`src/rtl/mac_burst_scheduler_if.sv`:
```
`default_nettype none
// +----------------------------------------------------------------------------+
// | Module      : mac_burst_scheduler_if                                        |
// | Description : Bundle of requester, result and MAC-side signals of the      |
// |               two-requester MAC burst scheduler.                           |
// | Revision    : 1.0 - initial release                                         |
// +----------------------------------------------------------------------------+
interface mac_burst_scheduler_if #(
  parameter int DW = 4,
  parameter int OW = 10
);
  // requester 0
  logic          r0_valid;
  logic [DW-1:0] r0_a;
  logic [DW-1:0] r0_b;
  logic          r0_last;
  logic          r0_ready;
  // requester 1
  logic          r1_valid;
  logic [DW-1:0] r1_a;
  logic [DW-1:0] r1_b;
  logic          r1_last;
  logic          r1_ready;
  // burst result
  logic          res_valid;
  logic          res_id;
  logic [OW-1:0] res_data;
  logic          res_err;
  // shared MAC datapath
  logic          mac_in_valid;
  logic [DW-1:0] mac_in1;
  logic [DW-1:0] mac_in2;
  logic          mac_out_valid;
  logic [OW-1:0] mac_out;
  // status
  logic          busy;

  // scheduler side
  modport slave (
    input  r0_valid, r0_a, r0_b, r0_last,
    input  r1_valid, r1_a, r1_b, r1_last,
    input  mac_out_valid, mac_out,
    output r0_ready, r1_ready,
    output res_valid, res_id, res_data, res_err,
    output mac_in_valid, mac_in1, mac_in2,
    output busy
  );

  // environment side: requesters, result consumer and MAC
  modport master (
    output r0_valid, r0_a, r0_b, r0_last,
    output r1_valid, r1_a, r1_b, r1_last,
    output mac_out_valid, mac_out,
    input  r0_ready, r1_ready,
    input  res_valid, res_id, res_data, res_err,
    input  mac_in_valid, mac_in1, mac_in2,
    input  busy
  );
endinterface
`default_nettype wire

```
`src/rtl/mac_burst_scheduler.sv`:
```
`default_nettype none
// +----------------------------------------------------------------------------+
// | Module      : mac_burst_scheduler                                           |
// | Description : Round-robin arbiter that feeds operand bursts from two       |
// |               requesters into one never-clearing accumulating MAC and      |
// |               returns each burst's dot product as (final acc - base).      |
// | Revision    : 1.0 - initial release                                         |
// +----------------------------------------------------------------------------+
module mac_burst_scheduler #(
  parameter int DW      = 4,
  parameter int OW      = 10,
  parameter int TIMEOUT = 64
) (
  input  logic                  clk,
  input  logic                  rst_n,
  mac_burst_scheduler_if.slave  bus
);

  localparam int CW = $clog2(TIMEOUT + 1);

  typedef enum logic [2:0] {
    S_IDLE  = 3'd0,
    S_ISSUE = 3'd1,
    S_WAIT  = 3'd2,
    S_DRAIN = 3'd3,
    S_DONE  = 3'd4
  } state_t;

  state_t          state_q;
  logic            grant_q;      // requester owning the current burst
  logic            prio_q;       // 0: r0 favoured on a tie, 1: r1 favoured
  logic            last_q;       // pair in flight is the last of its burst
  logic            err_q;        // current burst has timed out
  logic [CW-1:0]   cnt_q;        // cycles spent waiting for the MAC
  logic [OW-1:0]   base_q;       // accumulator value when the burst started
  logic [OW-1:0]   cap_q;        // accumulator value after the latest pair
  logic [OW-1:0]   acc_seen_q;   // most recent accumulator value reported
  logic            mac_in_valid_q;
  logic [DW-1:0]   mac_in1_q;
  logic [DW-1:0]   mac_in2_q;
  logic            res_valid_q;
  logic            res_id_q;
  logic [OW-1:0]   res_data_q;
  logic            res_err_q;

  logic            open_win;
  logic            sel_valid;
  logic [DW-1:0]   sel_a;
  logic [DW-1:0]   sel_b;
  logic            sel_last;
  logic            timeout_hit;

  // Only the granted requester sees ready, and only while pairs are wanted.
  assign open_win      = (state_q == S_ISSUE) || (state_q == S_DRAIN);
  assign bus.r0_ready  = open_win && !grant_q;
  assign bus.r1_ready  = open_win &&  grant_q;

  assign sel_valid     = grant_q ? bus.r1_valid : bus.r0_valid;
  assign sel_a         = grant_q ? bus.r1_a     : bus.r0_a;
  assign sel_b         = grant_q ? bus.r1_b     : bus.r0_b;
  assign sel_last      = grant_q ? bus.r1_last  : bus.r0_last;

  // The TIMEOUT-th consecutive WAIT cycle without a MAC response aborts.
  assign timeout_hit   = (cnt_q == CW'(TIMEOUT - 1));

  assign bus.mac_in_valid = mac_in_valid_q;
  assign bus.mac_in1      = mac_in1_q;
  assign bus.mac_in2      = mac_in2_q;
  assign bus.res_valid    = res_valid_q;
  assign bus.res_id       = res_id_q;
  assign bus.res_data     = res_data_q;
  assign bus.res_err      = res_err_q;
  assign bus.busy         = (state_q != S_IDLE);

  // Track the MAC accumulator whenever it reports, regardless of state.
  always_ff @(posedge clk or negedge rst_n) begin
    if (!rst_n) begin
      acc_seen_q <= '0;
    end else if (bus.mac_out_valid) begin
      acc_seen_q <= bus.mac_out;
    end
  end

  // Burst scheduler FSM; result fields are loaded on the transition into
  // DONE so the strobe is visible while DONE is the current state.
  always_ff @(posedge clk or negedge rst_n) begin
    if (!rst_n) begin
      state_q        <= S_IDLE;
      grant_q        <= 1'b0;
      prio_q         <= 1'b0;
      last_q         <= 1'b0;
      err_q          <= 1'b0;
      cnt_q          <= '0;
      base_q         <= '0;
      cap_q          <= '0;
      mac_in_valid_q <= 1'b0;
      mac_in1_q      <= '0;
      mac_in2_q      <= '0;
      res_valid_q    <= 1'b0;
      res_id_q       <= 1'b0;
      res_data_q     <= '0;
      res_err_q      <= 1'b0;
    end else begin
      mac_in_valid_q <= 1'b0;
      mac_in1_q      <= '0;
      mac_in2_q      <= '0;
      res_valid_q    <= 1'b0;

      case (state_q)
        S_IDLE: begin
          if (bus.r0_valid || bus.r1_valid) begin
            grant_q <= !(bus.r0_valid && (!prio_q || !bus.r1_valid));
            base_q  <= acc_seen_q;
            // an abort before any MAC response then reports a zero sum
            cap_q   <= acc_seen_q;
            err_q   <= 1'b0;
            state_q <= S_ISSUE;
          end
        end

        S_ISSUE: begin
          if (sel_valid) begin
            mac_in_valid_q <= 1'b1;
            mac_in1_q      <= sel_a;
            mac_in2_q      <= sel_b;
            last_q         <= sel_last;
            cnt_q          <= '0;
            state_q        <= S_WAIT;
          end
        end

        S_WAIT: begin
          if (bus.mac_out_valid) begin
            cap_q <= bus.mac_out;
            if (last_q) begin
              res_valid_q <= 1'b1;
              res_id_q    <= grant_q;
              res_data_q  <= bus.mac_out - base_q;
              res_err_q   <= err_q;
              state_q     <= S_DONE;
            end else begin
              state_q     <= S_ISSUE;
            end
          end else if (timeout_hit) begin
            err_q <= 1'b1;
            if (last_q) begin
              res_valid_q <= 1'b1;
              res_id_q    <= grant_q;
              res_data_q  <= cap_q - base_q;
              res_err_q   <= 1'b1;
              state_q     <= S_DONE;
            end else begin
              state_q     <= S_DRAIN;
            end
          end else begin
            cnt_q <= cnt_q + 1'b1;
          end
        end

        S_DRAIN: begin
          // swallow the rest of the aborted burst without touching the MAC
          if (sel_valid && sel_last) begin
            res_valid_q <= 1'b1;
            res_id_q    <= grant_q;
            res_data_q  <= cap_q - base_q;
            res_err_q   <= err_q;
            state_q     <= S_DONE;
          end
        end

        S_DONE: begin
          err_q   <= 1'b0;
          prio_q  <= ~grant_q;
          state_q <= S_IDLE;
        end

        default: begin
          state_q <= S_IDLE;
        end
      endcase
    end
  end

endmodule
`default_nettype wire

```
`src/flat_wrapper.sv`:
```
// flat-port wrapper written by rule: the top's interface ports become plain ports
module mac_burst_scheduler_flat 
#(
  parameter int DW      = 4,
  parameter int OW      = 10,
  parameter int TIMEOUT = 64
)
  (clk, rst_n, bus_r0_valid, bus_r0_a, bus_r0_b, bus_r0_last, bus_r1_valid, bus_r1_a, bus_r1_b, bus_r1_last, bus_mac_out_valid, bus_mac_out, bus_r0_ready, bus_r1_ready, bus_res_valid, bus_res_id, bus_res_data, bus_res_err, bus_mac_in_valid, bus_mac_in1, bus_mac_in2, bus_busy);
  mac_burst_scheduler_if #(.DW(DW), .OW(OW)) bus_i ();
  input  logic clk;
  input  logic rst_n;
  input wire logic [$bits(bus_i.r0_valid)-1:0] bus_r0_valid;
  input wire logic [$bits(bus_i.r0_a)-1:0] bus_r0_a;
  input wire logic [$bits(bus_i.r0_b)-1:0] bus_r0_b;
  input wire logic [$bits(bus_i.r0_last)-1:0] bus_r0_last;
  input wire logic [$bits(bus_i.r1_valid)-1:0] bus_r1_valid;
  input wire logic [$bits(bus_i.r1_a)-1:0] bus_r1_a;
  input wire logic [$bits(bus_i.r1_b)-1:0] bus_r1_b;
  input wire logic [$bits(bus_i.r1_last)-1:0] bus_r1_last;
  input wire logic [$bits(bus_i.mac_out_valid)-1:0] bus_mac_out_valid;
  input wire logic [$bits(bus_i.mac_out)-1:0] bus_mac_out;
  output wire logic [$bits(bus_i.r0_ready)-1:0] bus_r0_ready;
  output wire logic [$bits(bus_i.r1_ready)-1:0] bus_r1_ready;
  output wire logic [$bits(bus_i.res_valid)-1:0] bus_res_valid;
  output wire logic [$bits(bus_i.res_id)-1:0] bus_res_id;
  output wire logic [$bits(bus_i.res_data)-1:0] bus_res_data;
  output wire logic [$bits(bus_i.res_err)-1:0] bus_res_err;
  output wire logic [$bits(bus_i.mac_in_valid)-1:0] bus_mac_in_valid;
  output wire logic [$bits(bus_i.mac_in1)-1:0] bus_mac_in1;
  output wire logic [$bits(bus_i.mac_in2)-1:0] bus_mac_in2;
  output wire logic [$bits(bus_i.busy)-1:0] bus_busy;
  assign bus_i.r0_valid = bus_r0_valid;
  assign bus_i.r0_a = bus_r0_a;
  assign bus_i.r0_b = bus_r0_b;
  assign bus_i.r0_last = bus_r0_last;
  assign bus_i.r1_valid = bus_r1_valid;
  assign bus_i.r1_a = bus_r1_a;
  assign bus_i.r1_b = bus_r1_b;
  assign bus_i.r1_last = bus_r1_last;
  assign bus_i.mac_out_valid = bus_mac_out_valid;
  assign bus_i.mac_out = bus_mac_out;
  assign bus_r0_ready = bus_i.r0_ready;
  assign bus_r1_ready = bus_i.r1_ready;
  assign bus_res_valid = bus_i.res_valid;
  assign bus_res_id = bus_i.res_id;
  assign bus_res_data = bus_i.res_data;
  assign bus_res_err = bus_i.res_err;
  assign bus_mac_in_valid = bus_i.mac_in_valid;
  assign bus_mac_in1 = bus_i.mac_in1;
  assign bus_mac_in2 = bus_i.mac_in2;
  assign bus_busy = bus_i.busy;
  mac_burst_scheduler #(.DW(DW), .OW(OW), .TIMEOUT(TIMEOUT)) u_core (.clk(clk), .rst_n(rst_n), .bus(bus_i));
endmodule
```
`config.mk`:
```
export PLATFORM = sky130hd
export DESIGN_NAME = mac_burst_scheduler_flat
export DESIGN_NICKNAME = d
export VERILOG_FILES = /design/src/rtl/mac_burst_scheduler_if.sv /design/src/rtl/mac_burst_scheduler.sv /design/src/flat_wrapper.sv
export SDC_FILE = /design/constraint.sdc
export NUM_CORES = 1
export LEC_CHECK = 0
export CAP_MARGIN = 20
export CORE_UTILIZATION = 50
export DETAILED_ROUTE_END_ITERATION = 7
export DONT_BUFFER_PORTS = 1
export GPL_TIMING_DRIVEN = 0
export SYNTH_ARGS = -nofsm -noshare
export SYNTH_HDL_FRONTEND = slang
export SYNTH_SLANG_ARGS = --single-unit
export TNS_END_PERCENT = 20
```
`constraint.sdc`:
```
create_clock -name clk -period 2.27 [get_ports clk]
set_input_delay 0.5675 -clock clk [delete_from_list [all_inputs] [get_ports clk]]
set_output_delay 0.5675 -clock clk [all_outputs]
set_load 0.01 [all_outputs]
```
==> impl_metrics.ini <==
[final_layout]
utilization_pct = 57.56
layout-drive-gt1-share_pct = 15.69
syn2layout_area_growth_pct = 11.79
antenna-diode-count = 0
nets = 457

[timing]
grt_setup_unrepaired = yes
min_period_over_period_pct = 97.62
slew_headroom_pct = 46.77
setup_viol = 0
drv_slew = 0
worstMarginPinSlew_ns = 0.7984
final.setup_skew_ns = 0.009157
hold_viol = 0
fmax_mhz = 451.3
period_needed_ns = 2.216

[placed_design]
place_hpwl_mm = 5.704
portBuffers = 0
globalplace.congestion = 0.8457

[global_route]
grt_pass1_wl_mm = 12.76
grt_start_max_net_pins = 67
antenna_found_initial = 0
grt_pass1_vias = 2547
grtUsageTotal_pct = 22.01
grt_overflow = 0

[synth]
synth_nets = 439
synth_area_per_cell_sq_um = 9.701
ys_async_sr_fraction_pct = 100.0
synthCells = 385
syn_area_sq_um = 3735
yosysSeqAreaShare_pct = 44.22
ys_types = 51
yosysWarnings = 0
synth-edff-count = 0
ys.flop_type = dfrtp_1
ys_ff_latch = 66

[clocking]
clock_latency_ns = 0.35
cts_buffers = 9
clkSinkCount = 66
cts.clk_slew.worst_paths_ns = 0.08
cts_tree = built
htree_levels = 3
cts_root_buffer = clkbuf_8
clock_path_buffers = 2

[detailed_routing]
drcViolationCount = 0
wire_per_inst_microns = 16.04
viasPerCell = 5.527
firstDrtPassIters = 4
via_count = 2802
wirelength_mm = 8.133
ant_nets = 0
drt_first_iter_violations = 175

[floorplanning]
rows = 31
core_sq_um = 7253
fp.dieH_microns = 88.43
start_util_pct = 51.49
dieArea_sq_um = 7819
fp.dieW_microns = 88.43
ios = 58

[power_and_ir_drop]
ir_drop_mv = 0.4842
total_power_mw = 6.160
powerDensity_nw_per_um2 = 1475
power_leakage_nw = 1.888

[worst_setup_path]
cp.required_ns = 2.55
cp_data_arrival_time_ns = 2.50
start_kind = flop
end_kind = flop
cp_max_fo = 8
crit_type = flop to flop

[run]
drv_cap = 0

[worst_hold_path]
min_path_type = input pin to asynchronous set/reset pin

[run_status]
status = completed
synth_stat cells, types with 5 or more instances:
cell | instances | area, sq um
a211oi_1 | 5 | 37.54
a21oi_1 | 20 | 100.1
clkbuf_1 | 6 | 22.52
dfrtp_1 | 66 | 1652
ha_1 | 19 | 237.7
inv_1 | 21 | 78.83
mux2_2 | 15 | 168.9
mux2i_1 | 21 | 210.2
nand2_1 | 46 | 172.7
nand2b_1 | 7 | 43.79
nand3_1 | 6 | 30.03
nor2_1 | 33 | 123.9
nor2b_1 | 6 | 37.54
nor3_1 | 6 | 30.03
o21ai_0 | 37 | 185.2
xnor2_1 | 9 | 78.83
logic make-up (layout without fill, tap and decap cells):
logic type / Yosys count / after routing / synth area share (%)
AND/OR/NAND/NOR: 126 / 126 / 16.65
AO/OA/AOI/OAI: 87 / 87 / 14.10
flip-flops: 66 / 66 / 44.22
multiplexers: 36 / 36 / 10.15
buffers and inverters: 36 / 59 / 4.389
adder cells (fa/ha/maj): 21 / 21 / 7.437
XOR/XNOR: 13 / 13 / 3.049
metal layers:
metal / up-vias / global-route usage (%) / routed length [microns]
met3: 11 / 4.851 / 288
met2: 57 / 32.10 / 3535
met5: - / 0 / 0
met1: 1351 / 31.96 / 4191
li1: 1383 / - / -
met4: 0 / 8.358 / 117
final timing paths:
kind                                         startpoint                                 end  slack, ns  cells after the start
min in group clk                           bus_r0_valid          u_core.grant_q$_DFFE_PN0P_       0.30                      1
hold reg to reg             u_core.cap_q[0]$_DFFE_PN0P_         u_core.cap_q[0]$_DFFE_PN0P_       0.49                      2
max in group asynchronous                         rst_n         u_core.cap_q[3]$_DFFE_PN0P_       1.90                      1
hold / removal                                    rst_n  u_core.bus.res_data[1]$_DFFE_PN0P_       0.09                      1
setup / recovery           u_core.base_q[6]$_DFFE_PN0P_  u_core.bus.res_data[9]$_DFFE_PN0P_       0.05                      9
setup reg to reg           u_core.base_q[6]$_DFFE_PN0P_  u_core.bus.res_data[9]$_DFFE_PN0P_       0.05                      9
registers in the layout, summed over array words and instances, names as in the netlist:
name,count
u_core.acc_seen_q,10
u_core.base_q,10
u_core.bus.res_data,10
u_core.cap_q,10
u_core.cnt_q,7
u_core.bus.mac_in1,4
u_core.bus.mac_in2,4
u_core.state_q,3
u_core.bus.mac_in_valid,1
u_core.bus.res_err,1
u_core.bus.res_id,1
u_core.bus.res_valid,1
u_core.err_q,1
u_core.grant_q,1
u_core.last_q,1
u_core.prio_q,1
worst max-delay path, stage by stage, from the launching register on:
cell and delay [ns]:
dfrtp_1 0.36, inv_1 0.11, ha_2 0.33, a21o_1 0.21
a21oi_2 0.18, nor3_2 0.07, a311oi_2 0.18, o311ai_1 0.14
or4b_1 0.48, nand3_1 0.09
where the power goes:
| group | internal (mW) | total [mW] | switching, mW |
|---|---|---|---|
| Sequential | 1.59 | 1.90 | 0.311 |
| Clock | 0.504 | 0.991 | 0.486 |
| Combinational | 1.39 | 3.27 | 1.88 |
cells in the final DEF, fill, tap and decap left out, drive strengths merged, types with 5 or more instances in the layout:
| cell | n |
|---|---|
| nor3 | 8 |
| o21ai | 37 |
| nand2b | 7 |
| buf | 16 |
| dfrtp | 66 |
| nor2b | 6 |
| a21oi | 21 |
| clkbuf | 15 |
| nand3 | 6 |
| clkinv | 5 |
| a211oi | 5 |
| nand2 | 46 |
| inv | 21 |
| mux2 | 15 |
| xnor2 | 9 |
| nor2 | 35 |
| ha | 19 |
| mux2i | 21 |
layout make-up:
type | count | area [sq um]
clock inverters | 7 | 70.07
repair buffers | 7 | 72.57
plain buffers | 15 | 86.33
inverters | 21 | 78.83
fillers | 649 | 3078
multi-input cells | 283 | 1968
well taps | 99 | 123.9
flip-flops and latches | 66 | 1652
clock buffers | 9 | 123.9
timing repair:
| action | in CTS | in global routing |
|---|---|---|
| endpoints found under the hold margin | 66 | 0 |
| cloned | 0 | 0 |
| pin swaps | 1 | 7 |
| endpoints found under the setup margin | 14 | 18 |
| gates resized for setup | 5 | 10 |
| buffers inserted | 1 | 5 |
| hold buffers | 1 | 0 |
through the flow:
stage               hold WS, ns  setup TNS (ns)  instances  instance area (sq um)  setup slack, ns
finish                  0.08583               0        507                   4175          0.05404
global route             0.1036         -0.1526        507                   4175         -0.05774
global placement         0.2734         -0.4812        484                   3859          -0.1504
floorplan                0.2719               0        385                   3735          0.09666
CTS                     0.09132               0        502                   4104          0.02717
detailed placement       0.2732         -0.7875        484                   3859          -0.1680
(Power assumes the default switching activity.)
